File: src/rtl/control_seq.sv
// Instruction sequencer: fetches opcodes into IR and steps the datapath control lines.
// Latency: FETCH plus 1 exec step (LDI 2 steps); HALT parks in HALTED until reset.
// Backpressure: run=0 stalls only at FETCH; an instruction already fetched always completes.
module control_seq #(
   parameter logic ALU_OP_HIGH = 1'b0
) (
   input  logic       clk,
   input  logic       reset,
   input  logic       run,
   input  logic [7:0] mem_in,
   output logic [3:0] gp_assert_main,
   output logic [3:0] gp_load_main,
   output logic [3:0] gp_assert_lhs,
   output logic [3:0] gp_assert_rhs,
   output logic       const_load_mem,
   output logic       const_assert_main,
   output logic       pcra0_assert_addr,
   output logic       pcra0_inc,
   output logic       si_assert_addr,
   output logic       di_assert_addr,
   output logic       mem_dir,
   output logic       mem_assert_main,
   output logic       mem_load_main,
   output logic       alu_assert_main,
   output logic [3:0] alu_operation,
   output logic [7:0] ir,
   output logic       halted,
   output logic       illegal_op
);

   typedef enum logic [1:0] {
      S_FETCH  = 2'd0,
      S_EXEC0  = 2'd1,
      S_EXEC1  = 2'd2,
      S_HALTED = 2'd3
   } state_t;

   state_t     state_q, state_d;
   logic [7:0] ir_q, ir_d;

   // Opcode classes decoded from the registered instruction only
   logic is_nop, is_ldi, is_ld, is_st, is_mov, is_alu, is_halt, is_illegal;

   assign is_nop     = (ir_q == 8'h00);
   assign is_ldi     = (ir_q[7:2] == 6'b000001);
   assign is_ld      = (ir_q[7:2] == 6'b000010);
   assign is_st      = (ir_q[7:2] == 6'b000011);
   assign is_mov     = (ir_q[7:4] == 4'b0101);
   assign is_alu     = ir_q[7];
   assign is_halt    = (ir_q == 8'h3F);
   assign is_illegal = !(is_nop || is_ldi || is_ld || is_st || is_mov || is_alu || is_halt);

   function automatic logic [3:0] sel4(input logic [1:0] idx);
      return 4'b0001 << idx;
   endfunction

   // State and instruction register; reset abandons any instruction in flight
   always_ff @(posedge clk) begin
      if (!reset) begin
         state_q <= S_FETCH;
         ir_q    <= 8'h00;
      end else begin
         state_q <= state_d;
         ir_q    <= ir_d;
      end
   end

   // Next-state: fetch when permitted, LDI takes a second step, HALT parks
   always_comb begin
      state_d = state_q;
      ir_d    = ir_q;
      case (state_q)
         S_FETCH: begin
            if (run) begin
               ir_d    = mem_in;
               state_d = S_EXEC0;
            end
         end
         S_EXEC0: begin
            if (is_ldi)       state_d = S_EXEC1;
            else if (is_halt) state_d = S_HALTED;
            else              state_d = S_FETCH;
         end
         S_EXEC1:  state_d = S_FETCH;
         S_HALTED: state_d = S_HALTED;
         default:  state_d = S_FETCH;
      endcase
   end

   // Control outputs from registered state/IR; reset low forces everything to zero
   always_comb begin
      gp_assert_main    = '0;
      gp_load_main      = '0;
      gp_assert_lhs     = '0;
      gp_assert_rhs     = '0;
      const_load_mem    = 1'b0;
      const_assert_main = 1'b0;
      pcra0_assert_addr = 1'b0;
      pcra0_inc         = 1'b0;
      si_assert_addr    = 1'b0;
      di_assert_addr    = 1'b0;
      mem_dir           = 1'b0;
      mem_assert_main   = 1'b0;
      mem_load_main     = 1'b0;
      alu_assert_main   = 1'b0;
      alu_operation     = '0;
      ir                = '0;
      halted            = 1'b0;
      illegal_op        = 1'b0;
      if (reset) begin
         ir = ir_q;
         case (state_q)
            S_FETCH: begin
               if (run) begin
                  pcra0_assert_addr = 1'b1;
                  mem_dir           = 1'b1;
                  pcra0_inc         = 1'b1;
               end
            end
            S_EXEC0: begin
               if (is_ldi) begin
                  // Immediate byte sits at the next PC; latch it straight off the memory bus
                  pcra0_assert_addr = 1'b1;
                  mem_dir           = 1'b1;
                  const_load_mem    = 1'b1;
                  pcra0_inc         = 1'b1;
               end else if (is_ld) begin
                  si_assert_addr  = 1'b1;
                  mem_dir         = 1'b1;
                  mem_assert_main = 1'b1;
                  gp_load_main    = sel4(ir_q[1:0]);
               end else if (is_st) begin
                  di_assert_addr = 1'b1;
                  mem_dir        = 1'b0;
                  gp_assert_main = sel4(ir_q[1:0]);
                  mem_load_main  = 1'b1;
               end else if (is_mov) begin
                  gp_assert_main = sel4(ir_q[1:0]);
                  gp_load_main   = sel4(ir_q[3:2]);
               end else if (is_alu) begin
                  // Result is written back to the lhs register
                  gp_assert_lhs   = sel4(ir_q[3:2]);
                  gp_assert_rhs   = sel4(ir_q[1:0]);
                  alu_operation   = {ALU_OP_HIGH, ir_q[6:4]};
                  alu_assert_main = 1'b1;
                  gp_load_main    = sel4(ir_q[3:2]);
               end else if (is_illegal) begin
                  illegal_op = 1'b1;
               end
            end
            S_EXEC1: begin
               const_assert_main = 1'b1;
               gp_load_main      = sel4(ir_q[1:0]);
            end
            S_HALTED: halted = 1'b1;
            default: ;
         endcase
      end
   end

endmodule

File: config.mk
export PLATFORM = sky130hd
export DESIGN_NAME = control_seq
export DESIGN_NICKNAME = d
export VERILOG_FILES = /design/src/rtl/control_seq.sv
export SDC_FILE = /design/constraint.sdc
export NUM_CORES = 1
export LEC_CHECK = 0
export ABC_AREA = 1
export BUFFER_PORTS_ARGS = -buffer_cell sky130_fd_sc_hd__buf_2
export CORE_MARGIN = 1.5
export CORE_UTILIZATION = 30
export DETAILED_ROUTE_END_ITERATION = 10
export PLACE_DENSITY = 0.65
export SLEW_MARGIN = 20
export SYNTH_ARGS = -nofsm -noshare
export SYNTH_HDL_FRONTEND = slang
export SYNTH_SLANG_ARGS = --single-unit
File: constraint.sdc
create_clock -name clk -period 3.6 [get_ports clk]
set_input_delay 0.36 -clock clk [delete_from_list [all_inputs] [get_ports clk]]
set_output_delay 0.36 -clock clk [all_outputs]
set_load 0.01 [all_outputs]
==> results.sh, run 1 <==
export IMPL_status="finished clean"
export IMPL_critPathRequiredTime_ps=3240
export IMPL_hold_viol=0
export IMPL_synth_edf_count=0
export IMPL_num_fill_cells=323
export IMPL_cts_setup_buffers=0
export IMPL_power_w=0.0003468
export IMPL_synth_seq_cells=10
export IMPL_clock_fmax_ghz=0.4704
export IMPL_min_to="ir_q[6]"
export IMPL_worst_setup_path_start_kind="flip-flop"
export IMPL_synth_common_cells="nand2_1, nor2_1, inv_1"
export IMPL_p_leak_nw=0.7414
export IMPL_rows=19
export IMPL_antenna_left=0
export IMPL_worst_ep_arrival_time_ps=1770
export IMPL_grt_start_max_net_pins=17
export IMPL_min_path_cells=3
export IMPL_fin_crit_ps=2126
export IMPL_place_ws_ps=1747
export IMPL_fin_crit_sh_pct=59.05
export IMPL_route_detailed_vias_per_inst=4.630
export IMPL_vias=1102
export IMPL_rr_startpoint="ir_q[2]"
export IMPL_cts_sinks=10
export IMPL_fin_cells=238
export IMPL_numCtsBuffers=3
export IMPL_setup_viol=0
export IMPL_layout_setup_ws_ps=1474
export IMPL_hold_ws_ps=334.3
export IMPL_die_width_um=57.91
export IMPL_route_detailed_drc=0
export IMPL_ys_flop_type="dfxtp_1"
export IMPL_root_buffer="clkbuf_4"
export IMPL_cts_hold_buf=0
export IMPL_die_h_um=57.91
export IMPL_synthTopCellsByArea="dfxtp_1, nand2_1, nor2_1"
export IMPL_tns_ps=0
export IMPL_antenna_found_initial=0
export IMPL_r2r_slack_ps=2300
export IMPL_clockBufferDepth=2
export IMPL_cts_resized=0
export IMPL_reg2reg_to="state_q[0]"
export IMPL_drt_pass1_iterations=6
export IMPL_globalplace_congestion=0.8111
export IMPL_slew_violations=0
export IMPL_area_growth_pct=31.12
export IMPL_vdd_drop_max_v=0.0001763
export IMPL_cts_tree="built"
export IMPL_initial_core_util_pct=32.25
export IMPL_endpoint_kind="output port"
export IMPL_final_seq_area_um2=200.2
export IMPL_drive_above_1_share_pct=30.43
export IMPL_syn_area_um2=904.6
export IMPL_io_pin_count=51
export IMPL_coreArea_um2=2805
export IMPL_synth_seq_area_share_pct=22.13
export IMPL_hp_start="mem_in[6]"
export IMPL_fin_skew_ps=1.709
export IMPL_path_clk_slew_ps=60
export IMPL_antenna_diode_count=0
export IMPL_reg2reg_depth=7
export IMPL_hpwl_um=1985
export IMPL_synth_net_count=176
export IMPL_path_class="flip-flop to output port"
export IMPL_yosys_warnings=0
export IMPL_power_density_nw_per_um2=292.3
export IMPL_dieArea_um2=3354
export IMPL_path_max_fanout=9
export IMPL_totalWireLength_um=2367
export IMPL_grt_pass1_vias=949
export IMPL_htreeDepth=1
export IMPL_yosys_area_top_type_share_pct=22.13
export IMPL_fin_nets=224
export IMPL_grt_pass1_wl_um=3919
export IMPL_cap_violations=0
export IMPL_dp_cells=234
export IMPL_yosys_area_top_type="dfxtp_1"
export IMPL_multi_input_area_um2=549.3
export IMPL_grt_usage_pct=14.86
export IMPL_post_drt_wl_per_cell_um=9.945
export IMPL_grt_setup_unrepaired="no"
export IMPL_yosysUniqueCellTypes=23
export IMPL_first_iter_violations=40
export IMPL_syn_avg_cell_area_um2=5.654
export IMPL_port_buffers=49
export IMPL_hold_class="input port to flip-flop"
export IMPL_grt_overflow=0
export IMPL_async_reset_ff_share_pct=0
export IMPL_synth_cells=160
export IMPL_clk_insertion_delay_late_ps=260
## cells by family (layout without fill, tap and decap cells)
family,Yosys count,count (layout),share of synthesized area (%)
buf+inv,37,84,17.15
simple gates,91,91,44.40
flops,10,10,22.13
fa+ha+maj,5,5,6.916
compound gates,16,16,8.991
other cells,1,1,0.4145
## state kept, by name, summed over array words and instances, names as in the netlist
name and flops:
ir_q 8, state_q 2
## how the worst max path moves through the flow
stage | from | to | slack (ps)
after floorplan | state_q[1] | gp_assert_lhs[0] | 1810
after global placement | state_q[1] | gp_assert_lhs[0] | 1740
after detailed placement | state_q[1] | gp_assert_lhs[1] | 1750
after CTS | state_q[1] | gp_assert_lhs[1] | 1450
after global routing | state_q[1] | gp_assert_lhs[0] | 1230
final | state_q[0] | mem_dir | 1470
## critical path, cell delays in order (launching register included)
cell and delay [ps]:
dfxtp_1 350, inv_1 90, ha_1 230, nand3_1 280
o21ai_1 170, or2_1 240, buf_2 130
## per-layer routing
layer  GRT usage [%]  wire, um  part of all wire [%]
met5               0         0                     0
met2           23.05      1023                    43
met1           20.49      1149                    49
met4           6.312        35                   1.5
met3           2.232       158                   6.7
## where the power goes
part	total [W]	internal, W	switching, W
clock	0.0000983	0.0000614	0.0000369
sequential	0.000137	0.000122	0.0000150
combinational	0.000111	0.0000369	0.0000744
## layout by cell type, fill, tap and decap left out, types with 3 or more instances in the layout
cell,instances
a21oi_1,14
clkbuf_4,3
nand3_1,10
buf_2,49
inv_1,29
nor2_1,33
nor2_2,3
ha_1,5
nand2_1,33
dfxtp_1,10
nor3_1,3
## layout make-up
type,instances,share of cell area (%)
clock buffers,4,3.059
inverters,31,9.810
multi-input cells,113,46.31
flip-flops and latches,10,16.88
well taps,31,3.270
repair buffers,49,20.68
## through the flow
| step | cell area [um^2] | util [%] |
|---|---|---|
| finish | 1186 | 42.28 |
| floorplan | 904.6 | - |
| CTS | 1186 | 42.28 |
| global route | 1186 | 42.28 |
| global placement | 1150 | 40.99 |
| detailed placement | 1150 | 40.99 |
Power figures use the tool's default switching activity.
==> run 2: changes to the inputs <==
- clock period: 3.6 -> 2.21 ns (I/O delays scaled with it)
==> results.sh, run 2 (synthesized netlist as in run 1, its figures left out) <==
export IMPL_status="finished clean"
export IMPL_antenna_left=0
export IMPL_antenna_found_initial=0
export IMPL_coreArea_um2=2805
export IMPL_pwr_share_comb_pct=31.9
export IMPL_top_layer="met4"
export IMPL_max_stage_delay_ps=340
export IMPL_totalWireLength_um=2367
export IMPL_fin_crit_sh_pct=85.99
export IMPL_fin_crit_ps=1900
export IMPL_drive_above_1_share_pct=31.25
export IMPL_io_pin_count=51
export IMPL_worst_setup_path_start_kind="flip-flop"
export IMPL_path_class="flip-flop to output port"
export IMPL_cap_violations=0
export IMPL_post_drt_wl_per_cell_um=9.904
export IMPL_worst_path_dominant_cell_family="simple AND/OR/NAND/NOR gates"
export IMPL_grt_pass1_wl_um=3864
export IMPL_grt_overflow=0
export IMPL_hpwl_um=2018
export IMPL_final_seq_area_um2=200.2
export IMPL_dieArea_um2=3354
export IMPL_power_switching_w=0.0002078
export IMPL_largest_reg_flops=8
export IMPL_p_leak_nw=0.7447
export IMPL_clock_fmax_ghz=0.5262
export IMPL_first_iter_violations=40
export IMPL_num_fill_cells=316
export IMPL_cts_sinks=10
export IMPL_grt_usage_pct=14.62
export IMPL_final_cell_mix="buf_2, nand2_1, nor2_1"
export IMPL_clockPowerShare_pct=28.8
export IMPL_p_sw_share_pct=36.54
export IMPL_worstPathCellList="inv_1 > ha_2 > nand2_1 > nor2_1 > inv_1 > nor3_1 > buf_2"
export IMPL_tns_ps=0
export IMPL_path_clk_slew_ps=70
export IMPL_route_detailed_vias_per_inst=4.577
export IMPL_met1_length_um=1147
export IMPL_min_path_cells=3
export IMPL_die_h_um=57.91
export IMPL_endpoint_kind="output port"
export IMPL_hold_class="input port to flip-flop"
export IMPL_numCtsBuffers=3
export IMPL_crit_slowest_cell="dfxtp_1"
export IMPL_place_ws_ps=543.1
export IMPL_r2r_slack_ps=970
export IMPL_hp_start="mem_in[4]"
export IMPL_fin_nets=225
export IMPL_antenna_diode_count=0
export IMPL_p_int_w=0.0003610
export IMPL_setup_viol=0
export IMPL_vias=1094
export IMPL_cp_buffers_inverters=3
export IMPL_wl_met2_um=1046
export IMPL_multi_input_area_um2=551.8
export IMPL_layout_commonest_cell="buf_2"
export IMPL_hold_ws_ps=190.7
export IMPL_rr_startpoint="ir_q[2]"
export IMPL_hold_viol=0
export IMPL_cts_hold_buf=0
export IMPL_clockBufferDepth=2
export IMPL_path_max_fanout=8
export IMPL_reg2reg_to="state_q[1]"
export IMPL_root_buffer="clkbuf_4"
export IMPL_cts_tree="built"
export IMPL_htreeDepth=1
export IMPL_die_width_um=57.91
export IMPL_rows=19
export IMPL_worst_ep_arrival_time_ps=1680
export IMPL_clk_insertion_delay_late_ps=260
export IMPL_grt_start_max_net_pins=17
export IMPL_top_register="ir_q"
export IMPL_routed_wl_met3_um=151
export IMPL_globalplace_congestion=0.8187
export IMPL_grt_setup_unrepaired="no"
export IMPL_seq_power_share_pct=39.3
export IMPL_power_density_nw_per_um2=475.6
export IMPL_fin_skew_ps=1.959
export IMPL_min_to="ir_q[4]"
export IMPL_area_growth_pct=32.23
export IMPL_vdd_drop_max_v=0.0002835
export IMPL_drt_pass1_iterations=6
export IMPL_slew_violations=0
export IMPL_port_buffers=49
export IMPL_layout_setup_ws_ps=309.7
export IMPL_route_detailed_drc=0
export IMPL_critPathRequiredTime_ps=1990
export IMPL_cpMostUsedCell="inv_1"
export IMPL_grt_pass1_vias=930
export IMPL_reg_top3="ir_q (8), state_q (2)"
export IMPL_reg2reg_depth=8
export IMPL_initial_core_util_pct=32.25
-- run 2: changes by cell type in the layout (fill, tap and decap cells not counted), sizes merged --
cell	delta
buf	+1
-- run 2: worst max path at each step --
stage	start	endpoint	cells past startpoint
after global routing	state_q[1]	gp_assert_lhs[0]	7
after detailed placement	state_q[1]	gp_assert_lhs[1]	7
after global placement	state_q[1]	gp_assert_lhs[1]	7
final	state_q[1]	gp_assert_lhs[0]	7
after CTS	state_q[1]	gp_assert_lhs[1]	7
after floorplan	state_q[1]	gp_assert_lhs[0]	6
-- run 2: power by group through the flow --
stage / Clock, W / Combinational, W / Sequential (W)
finish: 0.000164 / 0.000181 / 0.000224
global route: 0.000178 / 0.000206 / 0.000227
CTS: 0.000167 / 0.000181 / 0.000224
detailed placement: 0 / 0.000180 / 0.000228
global placement: 0 / 0.000181 / 0.000228
floorplan: 0 / 0.000133 / 0.000221
-- run 2: through the flow --
| stage | total power [W] | util, % | area, um^2 | std cells |
|---|---|---|---|---|
| 6_report | 0.0005689 | 42.64 | 1196 | 239 |
| 5_1_grt | 0.0006119 | 42.64 | 1196 | 239 |
| 4_1_cts | 0.0005723 | 42.55 | 1194 | 239 |
| 3_5_place_dp | 0.0004079 | 41.26 | 1157 | 235 |
| 3_3_place_gp | 0.0004091 | 41.26 | 1157 | 235 |
| 2_1_floorplan | 0.0003545 | - | 904.6 | 160 |
-- run 2: what timing repair did --
item / CTS / global route
endpoints found under the hold margin: 0 / 0
endpoints found under the setup margin: 0 / 1
resized for setup: 0 / 1
buffers inserted: 0 / 0
-- run 2: layer usage --
layer,vias up,GRT usage (%)
li1,581,-
met1,468,19.37
met2,41,22.73
met3,4,2.679
met4,0,7.309
met5,-,0
-- run 2: cell type report --
cell class,count,share of cell area (%)
multi-input cells,113,46.13
repair buffers,50,21.13
flip-flops and latches,10,16.74
inverters,31,9.728
well taps,31,3.243
clock buffers,4,3.033
-- run 2: worst min-delay path: cells and delay by family --
family	cells	cell delay, ps
buf+inv	1	70
compound gates	1	90
simple gates	1	30
==> run 3: changes to the inputs <==
- CAP_MARGIN: not set -> 20
- PLACE_DENSITY: 0.65 -> 0.67
- clock period: 2.21 -> 1.7 ns (I/O delays scaled with it)
==> results.sh, run 3 (synthesized netlist as in run 1, its figures left out) <==
export IMPL_status="complete, but fails checks"
export IMPL_violations="DRC, setup timing"
export IMPL_layout_commonest_cell="buf_2"
export IMPL_antenna_left=0
export IMPL_hold_ws_ps=143.0
export IMPL_hold_viol=0
export IMPL_hpwl_um=2067
export IMPL_grt_usage_pct=15.23
export IMPL_port_buffers=49
export IMPL_fin_nets=234
export IMPL_largest_reg_flops=8
export IMPL_die_h_um=57.91
export IMPL_max_stage_delay_ps=360
export IMPL_drive_above_1_share_pct=49.31
export IMPL_drt_pass1_iterations=9
export IMPL_totalWireLength_um=2785
export IMPL_fin_crit_sh_pct=102.3
export IMPL_reg2reg_depth=9
export IMPL_num_fill_cells=291
export IMPL_route_detailed_vias_per_inst=4.617
export IMPL_top_register="ir_q"
export IMPL_worstPathCellList="inv_1 > nand4_1 > nand2_2 > nand4_1 > a21oi_2 > buf_2"
export IMPL_grt_pass1_wl_um=3974
export IMPL_cap_violations=0
export IMPL_layout_setup_ws_ps=-38.51
export IMPL_power_density_nw_per_um2=582.6
export IMPL_globalplace_congestion=0.8071
export IMPL_path_class="flip-flop to output port"
export IMPL_path_clk_slew_ps=60
export IMPL_vdd_drop_max_v=0.0004393
export IMPL_cts_hold_buf=0
export IMPL_final_core_util_pct=50.27
export IMPL_path_max_fanout=5
export IMPL_crit_cells=6
export IMPL_hp_start="mem_in[4]"
export IMPL_cts_sinks=10
export IMPL_io_pin_count=51
export IMPL_fin_skew_ps=4.103
export IMPL_min_to="ir_q[4]"
export IMPL_numCtsBuffers=3
export IMPL_critPathRequiredTime_ps=1530
export IMPL_worst_ep_arrival_time_ps=1570
export IMPL_area_growth_pct=55.88
export IMPL_clockBufferDepth=2
export IMPL_antenna_found_initial=0
export IMPL_initial_core_util_pct=32.25
export IMPL_antenna_diode_count=0
export IMPL_p_leak_nw=0.8056
export IMPL_reg2reg_to="state_q[1]"
export IMPL_die_width_um=57.91
export IMPL_worst_setup_path_start_kind="flip-flop"
export IMPL_min_path_cells=3
export IMPL_rows=19
export IMPL_fin_crit_ps=1739
export IMPL_cpMostUsedCell="nand4_1"
export IMPL_multi_input_area_um2=659.4
export IMPL_reg_top3="ir_q (8), state_q (2)"
export IMPL_r2r_slack_ps=390
export IMPL_setup_viol=2
export IMPL_endpoint_kind="output port"
export IMPL_worst_path_dominant_cell_family="simple AND/OR/NAND/NOR gates"
export IMPL_rr_startpoint="ir_q[2]"
export IMPL_grt_pass1_vias=921
export IMPL_root_buffer="clkbuf_4"
export IMPL_slew_violations=0
export IMPL_cts_tree="built"
export IMPL_grt_setup_unrepaired="yes"
export IMPL_vias=1145
export IMPL_htreeDepth=1
export IMPL_route_detailed_drc=4
export IMPL_dieArea_um2=3354
export IMPL_final_seq_area_um2=230.2
export IMPL_post_drt_wl_per_cell_um=11.23
export IMPL_crit_slowest_cell="dfxtp_4"
export IMPL_clk_insertion_delay_late_ps=260
export IMPL_clock_fmax_ghz=0.5752
export IMPL_hold_class="input port to flip-flop"
export IMPL_grt_start_max_net_pins=10
export IMPL_final_cell_mix="buf_2, nand2_1, nor2_1"
export IMPL_cp_buffers_inverters=2
export IMPL_first_iter_violations=26
export IMPL_place_ws_ps=93.53
export IMPL_grt_overflow=0
export IMPL_coreArea_um2=2805
## run 3: stage by stage
stage / power (W) / cells / cell area, um^2 / setup TNS, ps
floorplan: 0.0004608 / 160 / 904.6 / 0
global placement: 0.0005356 / 237 / 1172 / 0
detailed placement: 0.0005376 / 237 / 1172 / 0
CTS: 0.0007704 / 242 / 1252 / 0
global route: 0.0008795 / 248 / 1410 / -532.4
finish: 0.0008215 / 248 / 1410 / -47.26
## run 3: what timing repair did
action | CTS | global route
gates resized for setup | 13 | 38
pin swaps | 2 | 12
buffers inserted | 1 | 6
endpoints found under the setup margin | 20 | 15
## run 3: layer usage
metal | vias up | part of all wire (%) | wire length [um] | GRT usage [%]
li1 | 601 | - | - | -
met1 | 498 | 46 | 1291 | 20.22
met2 | 40 | 46 | 1284 | 24.68
met3 | 6 | 6.2 | 173 | 2.455
met4 | 0 | 1.3 | 36 | 5.980
met5 | - | 0 | 0 | 0
## run 3: layout make-up
cell class                 count  area share (%)
multi-input combinational    113           46.76
clock buffer                   4           2.573
sequential                    10           16.33
timing repair buffer          59           22.98
inverter                      31           8.607
tap                           31           2.751
## run 3: where the power goes
group | internal, W | switching, W | leakage (nW)
clock network | 0.000130 | 0.0000786 | 0.0210
logic | 0.000122 | 0.000189 | 0.697
registers | 0.000261 | 0.0000415 | 0.0879
## run 3: how the worst max path moves through the flow
stage               startpoint               end  slack [ps]
finish                 ir_q[7]   gp_load_main[3]         -40
global route           ir_q[7]   gp_load_main[3]        -140
CTS                    ir_q[4]  alu_operation[1]           6
detailed placement  state_q[1]  gp_assert_lhs[0]          90
global placement    state_q[1]  alu_operation[2]         130
floorplan           state_q[1]  gp_assert_lhs[0]         100
## run 3: tightest hold or removal path, cell delays in order
cell and delay [ps]:
buf_2 80, nor2_1 30, a21oi_1 90
